## config.mk

```make
export PLATFORM = sky130hd
export DESIGN_NAME = proc_sad_frame_ctrl
export DESIGN_NICKNAME = d
export VERILOG_FILES = /design/src/rtl/proc_sad_frame_ctrl.sv
export SDC_FILE = /design/constraint.sdc
export NUM_CORES = 1
export LEC_CHECK = 0
export ABC_AREA = 1
export BUFFER_PORTS_ARGS = -buffer_cell sky130_fd_sc_hd__buf_2
export CORE_MARGIN = 2
export CORE_UTILIZATION = 50
export DETAILED_ROUTE_END_ITERATION = 10
export GPL_TIMING_DRIVEN = 0
export PLACE_DENSITY = 0.89
export SETUP_SLACK_MARGIN = 0.02
export SYNTH_ARGS = -nofsm -noshare
export SYNTH_HDL_FRONTEND = slang
export SYNTH_SLANG_ARGS = --single-unit
export TNS_END_PERCENT = 5
```

## constraint.sdc

```tcl
create_clock -name clk_200M -period 4.8 [get_ports clk_200M]
set_clock_uncertainty 0.1 [all_clocks]
set_input_delay 0.48 -clock clk_200M [delete_from_list [all_inputs] [get_ports clk_200M]]
set_output_delay 0.48 -clock clk_200M [all_outputs]
set_load 0.02 [all_outputs]
```

## src/rtl/proc_sad_frame_ctrl.sv

```systemverilog
// Frame sequencer for the SAD datapath: scans one frame into the datapath, drains, reports the sum.
// Optional build macro SAD_FIRST_FRAME_MASK_EN suppresses the report of the first frame after reset.
module proc_sad_frame_ctrl #(
    parameter int unsigned FRAME_LEN = 18000,
    parameter int unsigned AW        = 15,
    parameter int unsigned DW        = 40,
    parameter int unsigned SW        = 26,
    parameter int unsigned DRAIN_CYC = 3
) (
    input  logic          clk_200M,
    input  logic          rst_200M,
    input  logic          start,
    input  logic [SW-1:0] thresh,
    input  logic          src_valid,
    input  logic [DW-1:0] src_data,
    output logic          src_ready,
    output logic [AW-1:0] rec_addr,
    output logic          rec_ce,
    output logic          rec_we,
    output logic [DW-1:0] rec_d,
    input  logic [SW-1:0] sum_in,
    output logic          res_valid,
    output logic [SW-1:0] res_sum,
    output logic          res_motion,
    output logic [15:0]   res_frame,
    input  logic          res_ack,
    output logic          busy
);

    localparam int unsigned DCW = (DRAIN_CYC > 0) ? $clog2(DRAIN_CYC + 1) : 1;
    localparam logic [AW-1:0]  LAST_ADDR  = AW'(FRAME_LEN - 1);
    localparam logic [DCW-1:0] DRAIN_LAST = DCW'(DRAIN_CYC);

    typedef enum logic [1:0] {
        StIdle,
        StScan,
        StDrain,
        StReport
    } state_e;

    state_e         state_q, state_d;
    logic [AW-1:0]  cnt_q;
    logic [DCW-1:0] drain_q;
    logic [SW-1:0]  thresh_q;
    logic           beat;
    logic           last_beat;
    logic           drain_done;
    logic           report_en;

`ifdef SAD_FIRST_FRAME_MASK_EN
    // Set once the first frame after reset has been captured; until then the datapath
    // memory holds no previous frame, so that result is not reported.
    logic first_done_q;

    always_ff @(posedge clk_200M or posedge rst_200M) begin
        if (rst_200M) begin
            first_done_q <= 1'b0;
        end else if (drain_done) begin
            first_done_q <= 1'b1;
        end
    end

    assign report_en = first_done_q;
`else
    assign report_en = 1'b1;
`endif

    assign src_ready  = (state_q == StScan);
    assign busy       = (state_q != StIdle);
    assign res_valid  = (state_q == StReport);
    assign beat       = src_valid & src_ready;
    assign last_beat  = beat && (cnt_q == LAST_ADDR);
    // DRAIN lasts DRAIN_CYC+1 cycles so the sum is sampled DRAIN_CYC cycles after the last write lands.
    assign drain_done = (state_q == StDrain) && (drain_q == DRAIN_LAST);

    always_comb begin
        state_d = state_q;
        unique case (state_q)
            StIdle: begin
                if (start) begin
                    state_d = StScan;
                end
            end
            StScan: begin
                if (last_beat) begin
                    state_d = StDrain;
                end
            end
            StDrain: begin
                if (drain_done) begin
                    state_d = report_en ? StReport : StIdle;
                end
            end
            StReport: begin
                if (res_ack) begin
                    state_d = StIdle;
                end
            end
            default: state_d = StIdle;
        endcase
    end

    always_ff @(posedge clk_200M or posedge rst_200M) begin
        if (rst_200M) begin
            state_q <= StIdle;
        end else begin
            state_q <= state_d;
        end
    end

    always_ff @(posedge clk_200M or posedge rst_200M) begin
        if (rst_200M) begin
            cnt_q    <= '0;
            thresh_q <= '0;
        end else if ((state_q == StIdle) && start) begin
            cnt_q    <= '0;
            thresh_q <= thresh;
        end else if (beat && !last_beat) begin
            cnt_q <= cnt_q + 1'b1;
        end
    end

    always_ff @(posedge clk_200M or posedge rst_200M) begin
        if (rst_200M) begin
            drain_q <= '0;
        end else if (state_q != StDrain) begin
            drain_q <= '0;
        end else if (!drain_done) begin
            drain_q <= drain_q + 1'b1;
        end
    end

    // Address and data hold between beats: the datapath clears its sum on address 0.
    always_ff @(posedge clk_200M or posedge rst_200M) begin
        if (rst_200M) begin
            rec_addr <= '0;
            rec_d    <= '0;
            rec_ce   <= 1'b0;
            rec_we   <= 1'b0;
        end else begin
            rec_ce <= beat;
            rec_we <= beat;
            if (beat) begin
                rec_addr <= cnt_q;
                rec_d    <= src_data;
            end
        end
    end

    always_ff @(posedge clk_200M or posedge rst_200M) begin
        if (rst_200M) begin
            res_sum    <= '0;
            res_motion <= 1'b0;
            res_frame  <= '0;
        end else if (drain_done) begin
            res_sum    <= sum_in;
            res_motion <= (sum_in > thresh_q);
            res_frame  <= res_frame + 16'd1;
        end
    end

endmodule

```

==> impl_metrics.ini, run 1 <==
[finish]
multi_input_area_sq_mm = 0.00277
final_cells = 1202
layout_common_cells = nand2_1, buf_2, dfrtp_1
seqCellArea_sq_mm = 0.00360
area_growth_pct = 27.9
nNetsFinal = 1145
fillers = 1126
mostFrequentLayoutCell = nand2_1
drive_above_1_share = 0.264

[routing]
route.antenna.remaining_nets = 0
drc = 0
vias = 6013
via_per_inst = 5.00
drt_iter0_drc = 414
first_pass_iters = 5
wirelength_microns = 16800
detail_route.wl_per_cell_microns = 14.0

[job]
drv_cap = 0

[worst_setup_path]
r2r-start = state_q[1]
critPathCaptureType = register
cp-endpoint = rec_d[13]
worst_ep_arrival_time_ns = 2.31
startpoint_type = register
reg2reg_depth = 7
startpoint = state_q[1]
path_class = register to register
reg2reg_slack_ns = 2.75
path_max_fanout = 10
worst_r2r_endpoint = rec_d[13]
required_ns = 5.06

[place]
post-place-cells = 1171
dp_slack_ns = 2.75
dp_hpwl_microns = 12600
portBuffers = 199
routabilityCongestion = 0.883

[timing]
setup_slack_ns = 2.75
slew_headroom = 0.655
worst_slew_pin_slew_ns = 0.517
fin_crit_ns = 2.05
slew_violations = 0
finalSetupTns_ns = 0
finalSetupViolCount = 0
max_freq_ghz = 0.487
finalHoldViolCount = 0
fin_crit_sh = 0.427
timing.hold.ws_ns = 0.00344
rsz0062_at_grt = false

[synth]
synth-seq-area-share = 0.532
ys_ff_latch = 144
synth_nets = 926
ys.warnings.count = 0
postSynthCellCount = 795
yosys.cell_types.count = 34
avgSynthCellArea_sq_um = 8.52
synth_area_sq_mm = 0.00678

[floorplan]
die_width_microns = 120
rows = 42
core_region_area_sq_mm = 0.0132
initial_core_util = 0.512
fp.dieH_microns = 120
die-area_sq_mm = 0.0145
io_pins = 200

[global_route]
grt_overflow = 0
first_global_vias = 5779
antenna_found_initial = 1
grtUsageTotal = 0.240
grt_pass1_wl_microns = 27300
grt_max_degree = 89

[clock_tree]
path_clk_slew_ns = 0.06
cts_root_buf = clkbuf_16
cts_sinks = 144
h-tree-depth = 4
cts_tree = built
clk_latency_ns = 0.42
cts_setup_buffers = 0
numCtsBuffers = 17
holdBufCountCts = 0
cts_resized = 0
clock_path_buffers = 2

[power]
leakagePower_nw = 4.69
ir_drop_uv = 303
pwr_density_cell_mw_per_mm2 = 599

[worst_hold_path]
min_path_type = input port to async pin

[run_status]
status = complete, no violations
==> power by group <==
group          internal (W)  leakage [nW]  total, W  switching (W)
registers           0.00163          1.79   0.00185       0.000222
clock network      0.000940         0.307   0.00144       0.000497
logic              0.000638          2.59   0.00190        0.00126
total               0.00321          4.69   0.00519        0.00198
==> cells in the mapped netlist <==
| library cell | count | area (sq um) |
|---|---|---|
| buf_2 | 2 | 10.0 |
| nand2_1 | 331 | 1240 |
| nand3_2 | 1 | 10.0 |
| ha_1 | 34 | 425 |
| buf_12 | 1 | 20.0 |
| nor2_2 | 2 | 12.5 |
| nor3_1 | 7 | 35.0 |
| a21o_1 | 1 | 7.51 |
| nor2_4 | 5 | 56.3 |
| nand2_4 | 2 | 22.5 |
| nor2_1 | 25 | 93.8 |
| o21ai_2 | 4 | 35.0 |
| buf_4 | 1 | 7.51 |
| nor3_2 | 2 | 20.0 |
| buf_1 | 3 | 11.3 |
| xor2_1 | 13 | 114 |
| o21ai_0 | 45 | 225 |
| buf_6 | 1 | 11.3 |
| nand4_1 | 7 | 43.8 |
| a31oi_1 | 1 | 6.26 |
| clkbuf_1 | 18 | 67.6 |
| o22ai_1 | 1 | 6.26 |
| nand3_1 | 30 | 150 |
| and2_1 | 1 | 6.26 |
| inv_2 | 7 | 26.3 |
| xnor2_1 | 6 | 52.6 |
| inv_6 | 1 | 8.76 |
| nor3_4 | 1 | 16.3 |
| nand4_2 | 1 | 12.5 |
| nand2_2 | 9 | 56.3 |
| a21oi_1 | 12 | 60.1 |
| dfrtp_1 | 144 | 3600 |
| inv_1 | 65 | 244 |
| o21ai_1 | 11 | 55.1 |
==> layer usage <==
layer | global-route usage | share of wire | vias to the layer above
met2 | 0.373 | 0.48 | 233
met4 | 0.118 | 0.031 | 0
li1 | - | - | 2929
met3 | 0.0552 | 0.065 | 41
met1 | 0.318 | 0.43 | 2810
met5 | 0 | 0 | -
==> state kept, by name (all words and copies together) (netlist names) <==
name	count
drain_q	2
res_sum	26
rec_d	40
rec_we	1
cnt_q	15
thresh_q	26
res_motion	1
rec_addr	15
res_frame	16
state_q	2
==> logic make-up (layout without fill, tap and decap cells) <==
logic type	after synthesis	count (layout)	share of synthesized area
compound gates	75	75	0.0584
xor+xnor	19	19	0.0246
fa+ha+maj	34	34	0.0628
buf+inv	99	329	0.0600
flops	144	144	0.532
other cells	0	1	0
simple gates	424	424	0.262
==> worst max-delay path, stage by stage, from the launching register on <==
cell	delay (ns)
dfrtp_1	0.41
inv_1	0.12
ha_1	0.21
nand2_1	0.28
inv_2	0.25
clkbuf_1	0.40
nand2_1	0.14
nand2_1	0.09
==> final cells by class <==
class                      instances  share of cell area
inverter                          73              0.0328
sequential                       144               0.416
clock buffer                      19              0.0523
clock inverter                    11              0.0217
buffer                            26              0.0147
tap                              176              0.0254
timing repair buffer             200               0.118
antenna                            1            0.000289
multi-input combinational        552               0.319
==> how the worst min path moves through the flow <==
stage / start / to / cells after the start
finish: rst_200M / cnt_q[12] / 2
global route: rst_200M / rec_addr[10] / 2
CTS: rst_200M / rec_addr[10] / 2
detailed placement: rec_d[25] / rec_d[25] / 2
global placement: rec_d[39] / rec_d[39] / 2
floorplan: drain_q[1] / drain_q[1] / 2
==> stage by stage <==
step	total power, W	utilization	area (sq um)
after floorplan	0.00311	-	6780
after global placement	0.00368	0.603	7990
final	0.00519	0.654	8670
after CTS	0.00522	0.654	8660
after detailed placement	0.00377	0.606	8020
after global routing	0.00554	0.654	8670
Note: power is estimated with default switching activity, not from simulation.
==> run 2, diff against run 1 <==
==> constraint.sdc (replaced) <==
create_clock -name clk_200M -period 2.2 [get_ports clk_200M]
set_clock_uncertainty 0.1 [all_clocks]
set_input_delay 0.22 -clock clk_200M [delete_from_list [all_inputs] [get_ports clk_200M]]
set_output_delay 0.22 -clock clk_200M [all_outputs]
set_load 0.02 [all_outputs]
==> run 2 against run 1 <==
Compared with the run above: global-route usage up 6.2 points; critical path depth unchanged; worst hold slack gained 0.12 ns; first-iteration DRC count rose by 43%; final cell count up 8.1%; die area stayed put; sequential share of layout area fell by 4.2 points; count of clock-buffer cells in the layout is 3 higher; critical path type unchanged; fmax decreased by 2.4%; total power grew 120%; final area is 11% higher.
==> impl_metrics.ini, run 2 (synthesized netlist as in run 1, its figures left out) <==
[timing]
fin_crit_sh = 0.956
finalSetupTns_ns = 0
finalSetupViolCount = 0
worst_slew_pin_slew_ns = 0.571
max_freq_ghz = 0.476
finalHoldViolCount = 0
slew_violations = 0
slew_headroom = 0.619
rsz0062_at_grt = true
fin_crit_ns = 2.10

[routing]
first_pass_iters = 5
detail_route.wl_per_cell_microns = 16.1
vias = 6728
drt_iter0_drc = 593
drc = 0
wirelength_microns = 20900
route.antenna.remaining_nets = 0
via_per_inst = 5.18

[power]
leakagePower_nw = 5.10
ir_drop_uv = 703
pwr_density_cell_mw_per_mm2 = 1210

[floorplan]
die-area_sq_mm = 0.0145
fp.dieH_microns = 120
rows = 42
io_pins = 200
die_width_microns = 120
initial_core_util = 0.512
core_region_area_sq_mm = 0.0132

[global_route]
first_global_vias = 6986
grt_max_degree = 45
grtUsageTotal = 0.302
grt_overflow = 0
grt_pass1_wl_microns = 34100
antenna_found_initial = 0

[place]
post-place-cells = 1174
routabilityCongestion = 0.919
dp_hpwl_microns = 12600
portBuffers = 199
dpl-instance-area_sq_mm = 0.00808

[worst_setup_path]
max_stage_delay_ns = 0.47
reg2reg_depth = 7
path_class = register to register
r2r-start = state_q[1]
worst_r2r_endpoint = rec_d[23]
startpoint_type = register
crit_slowest_cell = clkbuf_1
crit_top_cell = nand2_1
critical_path.top_delay_family = buffers and inverters
critPathCaptureType = register
required_ns = 2.46
worst_ep_arrival_time_ns = 2.36
path_max_fanout = 10
critical_path.cell_chain = inv_1 > ha_1 > nand2_1 > inv_2 > clkbuf_1 > nand2_1 > nand2_1
reg2reg_slack_ns = 0.1
crit_buf_inv = 3

[clock_tree]
h-tree-depth = 4
clock_path_buffers = 2
clk_latency_ns = 0.42
cts_setup_buffers = 0
path_clk_slew_ns = 0.06
cts_root_buf = clkbuf_16
cts_sinks = 144
numCtsBuffers = 17
cts_tree = built

[finish]
top_regs = rec_d: 40 flops, res_sum: 26 flops, thresh_q: 26 flops
drive_above_1_share = 0.245
antenna_cells = 0
final_area_sq_mm = 0.00964
area_growth_pct = 42.3
largest_register_ffs = 40
layout_common_cells = nand2_1, buf_2, dfrtp_1
mostFrequentLayoutCell = nand2_1
nNetsFinal = 1241
final_cells = 1299
largest-register = rec_d

[job]
drv_cap = 0

[worst_hold_path]
min_to = state_q[1]
min_from = src_valid
min_path_type = input port to register
whs_path_depth = 5

[run_status]
status = complete, no violations
run 2: changes by cell type in the layout (fill, tap and decap cells not counted), sizes merged:
cell / change
dlygate4sd3: +93
clkbuf: +4
inv: -1
clkinvlp: +1
bufinv: -1
buf: +2
diode: -1
run 2: layout make-up:
class | instances | area [sq um]
tap | 176 | 220
buffer | 26 | 129
clock inverter | 10 | 158
clock buffer | 22 | 474
sequential | 144 | 3600
multi-input combinational | 552 | 2770
inverter | 73 | 283
timing repair buffer | 296 | 2010
fill | 905 | 3600
run 2: routing by layer:
layer	up-vias	GRT usage	wire [microns]
met5	-	0	0
met4	0	0.187	1120
met3	98	0.0618	1280
met2	351	0.507	10300
met1	3165	0.355	8180
li1	3114	-	-
run 2: worst max path at each step:
stage	startpoint	to	slack, ns	cells after the start
floorplan	rst_200M	cnt_q[0]	0.07	1
global placement	rst_200M	rec_d[13]	-0.76	2
detailed placement	state_q[1]	rec_d[22]	0.21	7
CTS	state_q[1]	rec_d[22]	0.20	7
global route	state_q[0]	thresh_q[24]	0.01	7
finish	state_q[1]	rec_d[23]	0.1	7
run 2: per-stage QoR:
step,worst slack (ns),power (W),utilization,hold slack (ns)
2_1_floorplan,0.0750,0.00679,-,0.230
3_3_place_gp,-0.758,0.00802,0.604,0.314
3_5_place_dp,0.211,0.00819,0.610,0.00427
4_1_cts,0.199,0.0114,0.728,0.102
5_1_grt,0.0106,0.0124,0.728,0.142
6_report,0.0975,0.0117,0.728,0.119
run 2: report_power, final:
part	switching, W	leakage [nW]	internal [W]
sequential	0.000530	1.79	0.00356
clock	0.00110	0.302	0.00198
combinational	0.00297	3.01	0.00152
total	0.00460	5.10	0.00707
run 2: repair_timing:
item,4_1_cts,5_1_grt
endpoints found under the setup margin,0,3
hold buffers,93,0
hold endpoints to repair,134,0
resized for setup,0,1
run 2: worst register-to-register path: stages (launching register included):
cell and delay [ns]:
dfrtp_1 0.41, inv_1 0.11, ha_1 0.21, nand2_1 0.27, inv_2 0.24, clkbuf_1 0.47
nand2_1 0.15, nand2_1 0.09
==> run 3, diff against run 2 <==
--- a/config.mk
+++ b/config.mk
@@ -11,6 +11,7 @@
 export CORE_UTILIZATION = 50
 export DETAILED_ROUTE_END_ITERATION = 10
 export GPL_TIMING_DRIVEN = 0
+export MAX_ROUTING_LAYER = met4
 export PLACE_DENSITY = 0.89
 export SETUP_SLACK_MARGIN = 0.02
 export SYNTH_ARGS = -nofsm -noshare
==> run 3 against run 2 <==
Compared with the run above: count of clock-buffer cells in the layout is 4 lower; highest routed layer unchanged; via count increased by 1.2%; critical path depth is the same; fmax hardly changed; global-route usage grew 0.87 points; core utilization decreased by 0.41 points; critical endpoint is now rec_d[31]; wire length fell by 0.64%; total power is 1.4% lower; first-iteration DRC count increased by 3.2%; sequential power about the same; worst hold slack worse by 0.052 ns.
==> impl_metrics.ini, run 3 (synthesized netlist as in run 1, its figures left out) <==
[run_status]
status = complete, no violations

[floorplan]
die-area_sq_mm = 0.0145
fp.dieH_microns = 120
io_pins = 200
initial_core_util = 0.512
die_width_microns = 120
core_region_area_sq_mm = 0.0132
rows = 42

[worst_setup_path]
path_max_fanout = 10
startpoint_type = register
max_stage_delay_ns = 0.41
path_class = register to register
crit_slowest_cell = dfrtp_1
critPathCaptureType = register
crit_top_cell = nand2_1
worst_ep_arrival_time_ns = 2.35
critical_path.cell_chain = inv_1 > ha_1 > nand2_1 > inv_2 > clkbuf_1 > nand2_1 > nand2_1
required_ns = 2.44

[clock_tree]
cts_sinks = 144
cts_tree = built
h-tree-depth = 4
clock_path_buffers = 2
cts_root_buf = clkbuf_16
clk_latency_ns = 0.42
path_clk_slew_ns = 0.06
cts_setup_buffers = 0
numCtsBuffers = 17

[power]
pwr_density_cell_mw_per_mm2 = 1200
ir_drop_uv = 747
finalPower_w = 0.0115
power.switching_w = 0.00461
power.share.switching = 0.401
pwr-share-seq = 0.355
p_comb_frac = 0.389
leakagePower_nw = 5.08
p_int_w = 0.00689
clkPwrFrac = 0.256

[finish]
largest-register = rec_d
top_regs = rec_d: 40 flops, res_sum: 26 flops, thresh_q: 26 flops
layout_common_cells = nand2_1, buf_2, dfrtp_1
mostFrequentLayoutCell = nand2_1
fillers = 884
nNetsFinal = 1239
largest_register_ffs = 40
final_cells = 1298
drive_above_1_share = 0.248
area_growth_pct = 41.5

[global_route]
grt_max_degree = 45
antenna_found_initial = 1
first_global_vias = 7026
grt_pass1_wl_microns = 34000
grt_overflow = 0
grtUsageTotal = 0.311

[routing]
drt_iter0_drc = 612
detail_route.wl_per_cell_microns = 16.0
vias = 6809
via_per_inst = 5.25
route.antenna.remaining_nets = 0
wirelength_microns = 20800
first_pass_iters = 5
drc = 0

[timing]
finalSetupViolCount = 0
worst_slew_pin_slew_ns = 0.558
max_freq_ghz = 0.476
setup_slack_ns = 0.0987
finalHoldViolCount = 0
slew_headroom = 0.628
timing.hold.ws_ns = 0.0670
finalSetupTns_ns = 0
rsz0062_at_grt = true
fin_crit_ns = 2.10
fin_crit_sh = 0.955
slew_violations = 0

[place]
dp_slack_ns = 0.168
routabilityCongestion = 0.943
post-place-cells = 1173
portBuffers = 199
dp_hpwl_microns = 12600

[worst_hold_path]
min_path_type = input port to register

[job]
drv_cap = 0
-- run 3: worst max-delay path: cells and delay by family (launching register included) --
kind	cells	cell delay [ns]
buffers and inverters	3	0.81
adders and majority gates	1	0.20
DFF	1	0.41
and+or+nand+nor	3	0.50
-- run 3: cell type report --
type,instances,area [sq um],share of cell area
clock inverter,14,164,0.0171
clock buffer,18,439,0.0458
tap,176,220,0.0230
inverter,73,283,0.0295
sequential,144,3600,0.376
buffer,26,131,0.0137
antenna,1,2.50,0.000261
multi-input combinational,552,2770,0.288
timing repair buffer,294,1980,0.206
-- run 3: per-layer routing --
metal	track usage	part of all wire
met2	0.491	0.49
met1	0.369	0.39
met5	-	0
met4	0.183	0.049
met3	0.0656	0.071
-- run 3: worst paths after layout --
check	cells after the start	start	slack [ns]	to
setup / recovery	7	state_q[1]	0.1	rec_d[31]
hold / removal	3	sum_in[0]	0.07	res_sum[0]
setup reg to reg	7	state_q[1]	0.1	rec_d[31]
hold reg to reg	2	res_sum[15]	0.37	res_sum[15]
max in group asynchronous	5	rst_200M	0.87	res_sum[18]
min in group asynchronous	3	rst_200M	0.27	rec_addr[11]
-- run 3: stage by stage --
stage / instance area (sq um) / utilization
floorplan: 6780 / -
global placement: 8000 / 0.604
detailed placement: 8060 / 0.608
CTS: 9580 / 0.723
global route: 9590 / 0.724
finish: 9590 / 0.724
-- run 3: timing repair --
item / CTS / global route
endpoints found under the hold margin: 107 / 0
hold buffers: 92 / 0
resized for setup: 0 / 4
endpoints found under the setup margin: 0 / 25
-- run 3: power by group through the flow --
| stage | Sequential (W) | Combinational, W | Clock (W) |
|---|---|---|---|
| 6_report | 0.00409 | 0.00447 | 0.00295 |
| 5_1_grt | 0.00417 | 0.00493 | 0.00313 |
| 4_1_cts | 0.00404 | 0.00430 | 0.00298 |
| 3_5_place_dp | 0.00405 | 0.00415 | 0 |
| 3_3_place_gp | 0.00404 | 0.00397 | 0 |
| 2_1_floorplan | 0.00476 | 0.00203 | 0 |
